==> src/rtl/int_atom_pkg.sv <==
// Shared layout of the packed integer-atom bus and the field tags.
// Used by int_field_unpacker and int_field_extract.
package int_atom_pkg;

  localparam int BYTE_W     = 8;
  localparam int SHORTINT_W = 16;
  localparam int INT_W      = 32;
  localparam int INTEGER_W  = 32;
  localparam int LONGINT_W  = 64;

  localparam int E_LSB  = 0;
  localparam int D_LSB  = 8;
  localparam int C_LSB  = 72;
  localparam int B_LSB  = 88;
  localparam int A_LSB  = 120;
  localparam int PACK_W = 152;

  typedef enum logic [2:0] {
    TAG_A = 3'd0,
    TAG_B = 3'd1,
    TAG_C = 3'd2,
    TAG_D = 3'd3,
    TAG_E = 3'd4
  } field_tag_e;

  typedef enum logic {
    IDLE = 1'b0,
    EMIT = 1'b1
  } state_e;

endpackage

==> src/rtl/int_field_extract.sv <==
// Selects one field of the captured word and widens it to OUT_W.
// UNPACK_SIGN_EXT_EN selects sign extension; otherwise zero extension.
module int_field_extract
  import int_atom_pkg::*;
#(
  parameter int OUT_W = 64
) (
  input  logic [PACK_W-1:0] cap,
  input  logic [2:0]        tag,
  output logic [OUT_W-1:0]  data
);

`ifdef UNPACK_SIGN_EXT_EN
  localparam logic SEXT = 1'b1;
`else
  localparam logic SEXT = 1'b0;
`endif

  logic [LONGINT_W-1:0] w;

  always_comb begin
    w = '0;
    unique case (field_tag_e'(tag))
      TAG_A: w = {{(LONGINT_W-INTEGER_W){SEXT & cap[A_LSB+INTEGER_W-1]}},
                  cap[A_LSB +: INTEGER_W]};
      TAG_B: w = {{(LONGINT_W-INT_W){SEXT & cap[B_LSB+INT_W-1]}},
                  cap[B_LSB +: INT_W]};
      TAG_C: w = {{(LONGINT_W-SHORTINT_W){SEXT & cap[C_LSB+SHORTINT_W-1]}},
                  cap[C_LSB +: SHORTINT_W]};
      TAG_D: w = cap[D_LSB +: LONGINT_W];
      TAG_E: w = {{(LONGINT_W-BYTE_W){SEXT & cap[E_LSB+BYTE_W-1]}},
                  cap[E_LSB +: BYTE_W]};
      default: w = '0;
    endcase
    // The 64-bit intermediate is widened again when OUT_W > 64
    data = {OUT_W{SEXT & w[LONGINT_W-1]}};
    data[LONGINT_W-1:0] = w;
  end

endmodule

==> src/rtl/int_field_unpacker.sv <==
// Captures a packed {a,b,c,d,e} word and streams the fields one per beat.
// Extension mode is set by UNPACK_SIGN_EXT_EN inside int_field_extract.
module int_field_unpacker
  import int_atom_pkg::*;
#(
  parameter int IN_W  = 1024,
  parameter int OUT_W = 64
) (
  input  logic             clk,
  input  logic             rst,
  input  logic             in_valid,
  output logic             in_ready,
  input  logic [IN_W-1:0]  in_data,
  output logic             out_valid,
  input  logic             out_ready,
  output logic [OUT_W-1:0] out_data,
  output logic [2:0]       out_tag,
  output logic             out_last
);

  state_e            state;
  field_tag_e        tag;
  logic              valid;
  logic              last;
  logic [PACK_W-1:0] cap;
  logic              unused_hi;

  assign unused_hi = ^in_data[IN_W-1:PACK_W];

  assign in_ready  = (state == IDLE) || (valid && out_ready && last);
  assign out_valid = valid;
  assign out_tag   = tag;
  assign out_last  = last;

  always_ff @(posedge clk or posedge rst) begin
    if (rst) begin
      state <= IDLE;
      tag   <= TAG_A;
      valid <= 1'b0;
      last  <= 1'b0;
      cap   <= '0;
    end else begin
      unique case (state)
        IDLE: begin
          if (in_valid) begin
            cap   <= in_data[PACK_W-1:0];
            tag   <= TAG_A;
            last  <= 1'b0;
            valid <= 1'b1;
            state <= EMIT;
          end
        end
        EMIT: begin
          if (out_ready) begin
            if (!last) begin
              tag  <= field_tag_e'(tag + 3'd1);
              last <= (tag == TAG_D);
            end else if (in_valid) begin
              // Back-to-back word: restart without a bubble
              cap  <= in_data[PACK_W-1:0];
              tag  <= TAG_A;
              last <= 1'b0;
            end else begin
              state <= IDLE;
              valid <= 1'b0;
              tag   <= TAG_A;
              last  <= 1'b0;
            end
          end
        end
        default: state <= IDLE;
      endcase
    end
  end

  int_field_extract #(
    .OUT_W(OUT_W)
  ) u_extract (
    .cap  (cap),
    .tag  (tag),
    .data (out_data)
  );

endmodule

==> config.mk <==
export PLATFORM = sky130hd
export DESIGN_NAME = int_field_unpacker
export DESIGN_NICKNAME = d
export VERILOG_FILES = /design/src/rtl/int_atom_pkg.sv /design/src/rtl/int_field_extract.sv /design/src/rtl/int_field_unpacker.sv
export SDC_FILE = /design/constraint.sdc
export NUM_CORES = 1
export LEC_CHECK = 0
export ABC_AREA = 1
export CAP_MARGIN = 20
export CORE_AREA = 2 2 431 433
export DETAILED_ROUTE_END_ITERATION = 10
export DIE_AREA = 0 0 433 435
export MAX_ROUTING_LAYER = met4
export PLACE_DENSITY_LB_ADDON = 0.05
export SETUP_SLACK_MARGIN = 0.05
export SLEW_MARGIN = 20
export SYNTH_ARGS = -nofsm -noshare
export SYNTH_HDL_FRONTEND = slang
export SYNTH_SLANG_ARGS = --single-unit
==> constraint.sdc <==
create_clock -name clk -period 6.4 [get_ports clk]
set_input_delay 0.64 -clock clk [delete_from_list [all_inputs] [get_ports clk]]
set_output_delay 0.64 -clock clk [all_outputs]
set_load 0.01 [all_outputs]
-- Word level (Yosys, flattened, before mapping)
Cells that the tools add are included.
- logic and storage cells: 44
- register bits after elaboration: 158
- equality and inequality tests: 8
- add/sub/neg operators: 1
- multiplexer cells: 22
- reduce and logical (&&, ||, !) cells: 7
- bitwise gates (word level): 1
- operators with widths (operator ; count):
    two-way mux 152 bit ; 3
    case mux 64 bit (5 select lines) ; 1
    case mux 152 bit (2 select lines) ; 1
    two-way mux 1 bit ; 10
    two-way mux 3 bit ; 3
    equality test 3 x 2 -> 1 bit (second input constant) ; 2
    inequality test 2 bit (second input constant) ; 3
    case mux 1 bit (2 select lines) ; 3
    case mux 3 bit (2 select lines) ; 1
    AND reduction 2 bit ; 2
    AND reduction 4 bit ; 1
    adder 3 x 1 -> 3 bit (second input constant) ; 1
    equality test 3 x 1 -> 1 bit (second input constant) ; 1
    equality test 3 bit (second input constant) ; 1
    logical NOT 3 bit ; 1
    logical AND 1 bit ; 2
    inequality test 2 x 1 -> 1 bit (second input constant) ; 1
    logical OR 1 bit ; 1
    inverter 1 bit ; 1

-- Depth between registers and ports, before layout
Gate-level depths: netlist of the first run.
- word-level depth: 4
- gate-level depth with buffers: 8

-- By module
From an unflattened synthesis of the first run, not the netlist that was laid out.
- cells, all modules: 995
- area, all modules: 7677.4 µm²
- by module, submodules not included (module ; cells an instance ; sequential area each (µm²) ; area each (µm²) ; times used):
    int_field_unpacker ; 691 ; 3953.8 ; 6308.6 ; 1
    int_field_extract ; 304 ; 0.0 ; 1368.8 ; 1

-- Least setup slack after synthesis of the first run
No wires, ideal clock.
- kind: reg-to-output
- start point: register tag[2] (netlist: out_tag[2])
- end point: output out_data[13]
- data arrival time: 1.556 ns
- slack: 4.204 ns
- data required time: 5.760 ns
- stages on the path, launching flop included: 8
- cells stage by stage: dfrtp_1 -> inv_1 -> buf_2 -> ha_1 -> buf_2 -> clkbuf_1 -> nand2_1 -> nand4_1
- cells in the longest elaborated chain, start to end: 2
- elaborated cells between the ends (all ways): 6
- classes of those cells: 4 x eq/ne; 1 x mux; 1 x reduce/logical
- ends and longest elaborated chain (item ; line ; text):
    from (decl) ; int_field_unpacker.sv:22 ; field_tag_e tag;
    from (signal assigned) ; int_field_unpacker.sv:56 ; tag <= field_tag_e'(tag + 3'd1);
    equality test 3 bit (tied with other cells) ; int_field_extract.sv:23 ; unique case (field_tag_e'(tag))
    case mux 64 bit (5 select lines) * ; int_field_extract.sv:23 ;
    to (decl) ; int_field_unpacker.sv:16 ; output logic [OUT_W-1:0] out_data,
Mark *: on every way between the ends. The rest lies on a longest branch, timed or not.

-- Final worst setup path of the first run
- start point: register tag[2] (netlist: out_tag[2])
- end point: output out_data[38]
Same word-level chain as after synthesis.

==> results of run 1 <==
-- power by group through the flow --
stage | Clock, uW | Combinational [uW] | Sequential [uW]
finish | 1160 | 2150 | 1750
global route | 1300 | 2510 | 1820
CTS | 1290 | 2340 | 1760
detailed placement | 0 | 2330 | 1770
global placement | 0 | 2360 | 1780
floorplan | 0 | 1080 | 1670
-- kinds of logic after synthesis --
group	count (synthesis)	synth area share [%]
simple gates	683	37.9
flops	158	53.0
buf+inv	117	7.81
compound gates	6	0.436
fa+ha+maj	5	0.838
-- Yosys cell counts --
cell	instances	share of area (%)
nand2_1	469	24
nand3_1	191	13
dfrtp_1	158	53
inv_1	51	2.6
buf_2	39	2.6
nor2_1	12	0.60
buf_1	10	0.50
nand4_1	8	0.67
buf_4	5	0.50
buf_6	5	0.75
ha_1	5	0.84
o21ai_0	5	0.34
clkbuf_1	4	0.20
buf_8	2	0.40
nor2_2	2	0.17
buf_12	1	0.27
nand2_2	1	0.084
o21a_1	1	0.10
-- routing by layer --
| layer | wire, um | part of all wire [%] | GRT usage (%) | vias up |
|---|---|---|---|---|
| met4 | 1180 | 2.2 | 1.84 | 0 |
| met2 | 26000 | 48 | 9.70 | 171 |
| met5 | 0 | 0 | - | - |
| met3 | 4180 | 7.8 | 2.61 | 48 |
| li1 | - | - | - | 3459 |
| met1 | 22400 | 42 | 6.70 | 3456 |
-- how the worst max path moves through the flow --
stage	cells after the start	slack, ps	endpoint	from
after floorplan	1	1500	cap[0]$_DFFE_PP0P_	rst
after global placement	7	2100	out_data[38]	out_tag[2]$_DFFE_PP0P_
after detailed placement	7	2140	out_data[38]	out_tag[2]$_DFFE_PP0P_
after CTS	7	1480	out_data[38]	out_tag[2]$_DFFE_PP0P_
after global routing	7	1420	out_data[53]	out_tag[2]$_DFFE_PP0P_
final	7	1830	out_data[38]	out_tag[2]$_DFFE_PP0P_
-- sequential cells by signal (all words and copies together), names as in the netlist --
signal / flops
cap: 152
out_last: 1
out_tag: 3
out_valid: 1
state: 1
-- final cells by class --
cell class	instances	area share, %
diodes	13	0.247
inverters	51	1.51
clock inverters	14	1.13
well taps	2480	23.5
repair buffers	236	17.9
multi-input cells	694	22.4
flip-flops and latches	158	30.0
clock buffers	17	3.23
-- metrics by stage --
stage          total power, uW  instance area (um^2)  worst slack, ps
4_1_cts                   5380                 13200             1480
5_1_grt                   5630                 13200             1420
3_3_place_gp              4140                 12600             2100
3_5_place_dp              4100                 12600             2140
2_1_floorplan             2750                  7460             1500
6_report                  5060                 13200             1830
-- worst max-delay path, cell delays in order, from the launching register on --
cell and delay (ps):
dfrtp_1 700, inv_1 310, buf_4 300, ha_4 680, buf_4 530, nand2_1 100
inv_1 70, clkdlybuf4s50_1 620
==> results.yml, run 1 <==
outcome:
  outcome: "finished, final reports clean"
finish:
  final_util_pct: 7.16
  final_common_cell: "nand2_1"
  layout.nets: 2191
  final_cell_mix: "468 x nand2_1, 224 x clkdlybuf4s50_1, 191 x nand3_1"
  fillers: 21600
  drive_above_1_share_pct: 4.27
  area_delta_synth_final_pct: 76.7
  multiInputGateArea_um2: 2960
  finalNonFillerCells: 3663
  seq_area_um2: 3950
sta:
  setup_violations: 0
  skew_ps: 16.5
  period_needed_ps: 4570
  hold_viol: 0
  slew_violations: 0
  fmax_ghz: 0.219
  rsz0062_at_grt: "false"
  slew_headroom_pct: 37.9
  period_share_pct: 71.5
  hold-worst-slack_ps: 471
  setup-tns-final_ps: 0
  worstMarginPinSlew_ps: 932
placement:
  place.gp.congestion: 0.625
  io_buffers: 225
  placed_cells: 3619
  dp_hpwl_mm: 37.2
floorplan:
  die_x_um: 433
  die_h_um: 435
  rows: 158
  io_pins: 1098
  initial_core_util_pct: 4.05
  die_area_um2: 188000
  core_um2: 184000
route:
  vias: 7134
  drtAntennaViolNets: 0
  drc: 0
  drtIter0Drc: 289
  dr.pass1.iters: 4
  wl_per_cell_um: 14.7
  via_per_inst: 1.95
  drt_wl_total_mm: 53.8
cts:
  cts_hold_buf: 0
  cts.repair.resized: 0
  cts_buffers: 17
  clock_sinks: 158
  path_clk_slew_ps: 80
  cts_tree: "built"
  clk_path_buf_depth: 2
  worstSkewPairLatency_ps: 540
  cts_setup_buffers: 0
  htreeDepth: 4
  cts-root-buf: "clkbuf_16"
power_and_ir_drop:
  p_clk_share_pct: 23.0
  power.density_nw_per_um2: 384
  static-leakage-power_uw: 0.00533
  power_frac_seq_pct: 34.6
  p_int_uw: 2810
  power_switching_uw: 2250
  ir_worst_vdd_v: 0.000233
  switching_share_pct: 44.4
  power_frac_comb_pct: 42.5
worst_hold_path:
  min_path_cells: 2
  min_from: "cap[114]$_DFFE_PP0P_"
  min_to: "cap[114]$_DFFE_PP0P_"
  hp-class: "register to register"
grt:
  grt_pass1_vias: 7955
  antenna_found_initial: 30
  grt_max_degree: 120
  overflow: 0
  grt_use_total_pct: 6.03
  grt_pass1_wl_mm: 73.3
critical_path:
  cp-start-kind: "register"
  worstPathRequired_ps: 5760
  worstSetupPathType: "register to output pin"
  reg2reg_slack_ps: 3820
  rr_worst_depth: 6
  cp_max_fo: 34
  rr_endpoint: "cap[31]$_DFFE_PP0P_"
  arrival_ps: 3930
  end_kind: "output pin"
  timing.rr.start: "out_last$_DFFE_PP0P_"
synth:
  ys_seq_elements: 158
  syn_nets: 2002
  synth_cells: 969
  synth_cell_types: 18
  yosysSeqAreaShare_pct: 53.0
  syn_area_per_cell_um2: 7.70
  netlist_area_um2: 7460
  yosys_warnings: 0
job:
  max-cap-violations: 0
Note: power is estimated with default switching activity, not from simulation.
==> inputs of run 2 (changes only) <==
==> constraint.sdc (replaced) <==
create_clock -name clk -period 4.62 [get_ports clk]
set_input_delay 0.462 -clock clk [delete_from_list [all_inputs] [get_ports clk]]
set_output_delay 0.462 -clock clk [all_outputs]
set_load 0.01 [all_outputs]
==> run 2 against run 1 <==
  * Utilization up 0.050 points
  * Die area unchanged
  * Non-clock buffer count up 3
  * Via count up 1.4%
  * Largest cell class unchanged
==> results.yml, run 2 (synthesis results as in run 1) <==
route:
  drt_wl_total_mm: 54.0
  drtIter0Drc: 214
  drc: 0
  via_per_inst: 1.97
  dr.pass1.iters: 4
  wl_per_cell_um: 14.7
  vias: 7234
  drtAntennaViolNets: 0
grt:
  grt_use_total_pct: 6.07
  antenna_found_initial: 34
  grt_max_degree: 122
  grt_pass1_vias: 8178
  overflow: 0
  grt_pass1_wl_mm: 74.0
sta:
  slew_violations: 0
  fmax_ghz: 0.278
  period_needed_ps: 3600
  worstMarginPinSlew_ps: 907
  rsz0062_at_grt: "false"
  setup-tns-final_ps: 0
  period_share_pct: 78.0
  skew_ps: 14.3
  slew_headroom_pct: 39.5
  setup_violations: 0
  hold_viol: 0
placement:
  dp_hpwl_mm: 37.2
  place.gp.congestion: 0.624
  io_buffers: 225
cts:
  clock_sinks: 158
  cts_buffers: 17
  cts.repair.resized: 0
  cts_tree: "built"
  path_clk_slew_ps: 100
  cts-root-buf: "clkbuf_16"
  htreeDepth: 4
  clk_path_buf_depth: 2
  worstSkewPairLatency_ps: 530
  cts_hold_buf: 0
  cts_setup_buffers: 0
power_and_ir_drop:
  switching_share_pct: 44.5
  power.density_nw_per_um2: 539
  ir_worst_vdd_v: 0.000345
  power_switching_uw: 3180
  p_int_uw: 3970
  power_frac_comb_pct: 42.7
  static-leakage-power_uw: 0.00537
  p_total_uw: 7160
  p_clk_share_pct: 23.9
  power_frac_seq_pct: 33.4
critical_path:
  end_kind: "output pin"
  reg2reg_slack_ps: 2330
  worstPathRequired_ps: 4160
  worstSetupPathType: "register to output pin"
  arrival_ps: 3140
  rr_endpoint: "cap[143]$_DFFE_PP0P_"
  timing.rr.start: "out_last$_DFFE_PP0P_"
  rr_worst_depth: 6
  cp-start-kind: "register"
  cp_max_fo: 24
finish:
  layout.nets: 2194
  area_delta_synth_final_pct: 77.9
  final_cell_mix: "468 x nand2_1, 224 x clkdlybuf4s50_1, 191 x nand3_1"
  largest_register: "cap"
  drive_above_1_share_pct: 4.51
  largest_reg_flops: 152
  final_common_cell: "nand2_1"
outcome:
  outcome: "finished, final reports clean"
floorplan:
  die_area_um2: 188000
  die_x_um: 433
  core_um2: 184000
  rows: 158
  die_h_um: 435
  io_pins: 1098
  initial_core_util_pct: 4.05
job:
  max-cap-violations: 0
worst_hold_path:
  hp-class: "input pin to asynchronous set/reset pin"
==> run 2: changes by cell type in the layout (fill, tap and decap cells not counted), sizes merged <==
| cell | before | now |
|---|---|---|
| diode | 13 | 12 |
| clkinv | 5 | 7 |
| buf | 12 | 15 |
| inv | 59 | 56 |
| clkinvlp | 0 | 1 |
| bufinv | 1 | 2 |
==> run 2: area by class of cell <==
cell class                      instances  area [um^2]
Antenna cell                           12         30.0
Clock inverter                         15          200
Inverter                               51          195
Clock buffer                           17          425
Multi-Input combinational cell        694         2960
Fill cell                           21600       171000
Timing Repair Buffer                  239         2410
Sequential cell                       158         3950
Tap cell                             2480         3100
==> run 2: through the flow <==
step | std cells | cell area [um^2] | setup WS (ps) | utilization (%) | hold slack, ps
floorplan | 969 | 7470 | 2160 | - | 442
global route | 3665 | 13300 | 663 | 7.21 | 361
finish | 3666 | 13300 | 1020 | 7.21 | 381
global placement | 3622 | 12600 | 1330 | 6.86 | 455
CTS | 3654 | 13200 | 661 | 7.20 | 314
detailed placement | 3622 | 12600 | 1320 | 6.86 | 458
==> run 2: per-layer routing <==
metal  global-route usage (%)  vias to the layer above  routed length (um)
met5                        -                        -                   0
met4                     1.47                        0                 800
met3                     2.51                       50                3790
met2                     9.79                      176               26100
met1                     6.92                     3550               23300
li1                         -                     3458                   -
==> run 2: worst max path at each step <==
stage / startpoint / endpoint / slack (ps) / cells past startpoint
floorplan: rst / cap[0]$_DFFE_PP0P_ / 2160 / 1
finish: out_tag[1]$_DFFE_PP0P_ / out_data[10] / 1020 / 8
detailed placement: out_tag[1]$_DFFE_PP0P_ / out_data[10] / 1320 / 8
global placement: out_tag[1]$_DFFE_PP0P_ / out_data[10] / 1330 / 8
global route: out_tag[1]$_DFFE_PP0P_ / out_data[11] / 660 / 8
CTS: out_tag[1]$_DFFE_PP0P_ / out_data[10] / 660 / 8
==> run 2: critical path, cell delays in order (launching register included) <==
cell	delay, ps
dfrtp_1	430
inv_1	110
ha_1	450
nand2_1	230
inv_1	90
buf_4	420
nand2_1	130
nand4_1	100
clkdlybuf4s50_1	620
==> run 2: power by group through the flow <==
stage | clock network [uW] | registers [uW] | logic [uW]
5_1_grt | 1870 | 2490 | 3520
3_3_place_gp | 0 | 2420 | 3330
2_1_floorplan | 0 | 2310 | 1490
6_report | 1710 | 2390 | 3060
3_5_place_dp | 0 | 2420 | 3290
4_1_cts | 1860 | 2400 | 3310
==> inputs of run 3 (changes only) <==
==> constraint.sdc (replaced) <==
create_clock -name clk -period 3.4 [get_ports clk]
set_input_delay 0.34 -clock clk [delete_from_list [all_inputs] [get_ports clk]]
set_output_delay 0.34 -clock clk [all_outputs]
set_load 0.01 [all_outputs]
==> run 3 against run 2 <==
  * Count of clock-buffer cells in the layout increased by 1
  * Largest power group unchanged
  * Non-clock buffer count increased by 13
  * Register-to-register slack got worse by 960 ps
  * Clock skew increased by 1.9 ps
  * Sequential share of layout area decreased by 0.51 points
  * Global-route usage decreased by 0.16 points
  * Utilization increased by 0.13 points
  * Clock power increased by 29%
  * Routed wire length decreased by 2.0%
  * Sequential cell count unchanged
  * Power increased by 36%
  * Die area unchanged
==> results.yml, run 3 (synthesis results as in run 1) <==
route:
  via_per_inst: 1.95
  vias: 7183
  drc: 0
  drtIter0Drc: 216
  dr.pass1.iters: 5
  drt_wl_total_mm: 52.9
  wl_per_cell_um: 14.4
  drtAntennaViolNets: 0
placement:
  place.gp.congestion: 0.624
  dp_hpwl_mm: 37.8
  io_buffers: 225
critical_path:
  worstPathRequired_ps: 3060
  crit_chain: "inv_1 > ha_4 > buf_4 > nand3_1 > nand2_1 > nor2_1 > nand2_1 > clkdlybuf4s50_1"
  crit_top_cell: "nand2_1"
  cp_max_fo: 10
  end_kind: "output pin"
  rr_worst_depth: 5
  timing.rr.start: "state$_DFF_PP0_"
  reg2reg_slack_ps: 1370
  cp-start-kind: "register"
  worstSetupPathType: "register to output pin"
  arrival_ps: 2780
  cpPeakStageDelay_ps: 760
  cpMaxStageDelayCell: "clkdlybuf4s50_1"
  rr_endpoint: "cap[0]$_DFFE_PP0P_"
cts:
  htreeDepth: 4
  cts_buffers: 17
  clk_path_buf_depth: 2
  cts-root-buf: "clkbuf_16"
  path_clk_slew_ps: 80
  cts_tree: "built"
  clock_sinks: 158
  cts_hold_buf: 0
  worstSkewPairLatency_ps: 510
grt:
  antenna_found_initial: 34
  grt_max_degree: 84
  grt_use_total_pct: 5.90
  overflow: 0
  grt_pass1_vias: 7805
  grt_pass1_wl_mm: 72.0
sta:
  period_needed_ps: 3120
  slew_headroom_pct: 39.1
  worstMarginPinSlew_ps: 914
  rsz0062_at_grt: "false"
  setup-tns-final_ps: 0
  fmax_ghz: 0.320
  hold-worst-slack_ps: 219
  setup_violations: 0
  slew_violations: 0
  period_share_pct: 91.8
  hold_viol: 0
  skew_ps: 16.2
finish:
  final_common_cell: "nand2_1"
  fillers: 21600
  drive_above_1_share_pct: 5.73
  final_cell_mix: "468 x nand2_1, 220 x clkdlybuf4s50_1, 191 x nand3_1"
  area_delta_synth_final_pct: 81.0
  largest_register: "cap"
  layout.nets: 2207
  largest_reg_flops: 152
power_and_ir_drop:
  static-leakage-power_uw: 0.00549
  power.density_nw_per_um2: 721
  ir_worst_vdd_v: 0.000420
worst_hold_path:
  hp-class: "input pin to register"
  min_to: "cap[140]$_DFFE_PP0P_"
  min_path_cells: 3
  min_from: "in_valid"
floorplan:
  die_area_um2: 188000
  rows: 158
  initial_core_util_pct: 4.05
  core_um2: 184000
  io_pins: 1098
  die_h_um: 435
  die_x_um: 433
job:
  max-cap-violations: 0
outcome:
  outcome: "finished, final reports clean"
[run 3: cell count changes in the layout (fill, tap and decap cells not counted), moves of 3 or more]
cell,change
buf_12,+10
clkdlybuf4s50_1,-4
buf_4,+3
dlymetal6s2s_1,+3
[run 3: power by group]
group	internal [uW]	switching [uW]	leakage, uW
clock network	1050	1140	0.000287
logic	1660	2620	0.00324
registers	2750	512	0.00197
total	5470	4270	0.00549
[run 3: worst max-delay path by stage]
stage | cells after the start | startpoint | endpoint
3_5_place_dp | 8 | out_tag[0]$_DFFE_PP0P_ | out_data[29]
3_3_place_gp | 8 | out_tag[0]$_DFFE_PP0P_ | out_data[4]
4_1_cts | 8 | out_tag[1]$_DFFE_PP0P_ | out_data[10]
6_report | 8 | out_tag[0]$_DFFE_PP0P_ | out_data[2]
5_1_grt | 8 | out_tag[0]$_DFFE_PP0P_ | out_data[2]
2_1_floorplan | 1 | rst | cap[0]$_DFFE_PP0P_
[run 3: worst max-delay path: cells and delay by family, from the launching register on]
kind                     cells  cell delay (ps)
AND/OR/NAND/NOR              4              350
flip-flops                   1              460
adder cells (fa/ha/maj)      1              290
buffers and inverters        3             1160
[run 3: layer usage]
layer | track usage, % | up-vias | share of wire, %
met5 | - | - | 0
met4 | 1.58 | 0 | 1.6
met3 | 2.29 | 54 | 7.2
met2 | 9.51 | 184 | 49
met1 | 6.79 | 3464 | 42
li1 | - | 3481 | -
[run 3: area by class of cell]
| class | count | area [um^2] | area share [%] |
|---|---|---|---|
| diodes | 13 | 32.5 | 0.241 |
| clock buffers | 18 | 429 | 3.18 |
| clock inverters | 14 | 169 | 1.25 |
| inverters | 51 | 195 | 1.45 |
| multi-input cells | 694 | 2980 | 22.1 |
| flip-flops and latches | 158 | 3950 | 29.3 |
| well taps | 2480 | 3100 | 23.0 |
| repair buffers | 252 | 2640 | 19.5 |
[run 3: timing repair]
| item | 4_1_cts | 5_1_grt |
|---|---|---|
| endpoints found under the setup margin | 29 | 13 |
| buffers inserted | 4 | 0 |
| resized for setup | 3 | 5 |
| cloned | 0 | 0 |
[run 3: through the flow]
step / total power (uW) / setup WS [ps] / utilization (%) / cell area (um^2) / cells
finish: 9740 / 280 / 7.34 / 13500 / 3680
global route: 10800 / 53.5 / 7.33 / 13500 / 3677
CTS: 10300 / 50.4 / 7.31 / 13500 / 3667
detailed placement: 7820 / 430 / 6.95 / 12800 / 3631
global placement: 7890 / 386 / 6.95 / 12800 / 3631
floorplan: 5170 / 1060 / - / 7470 / 969
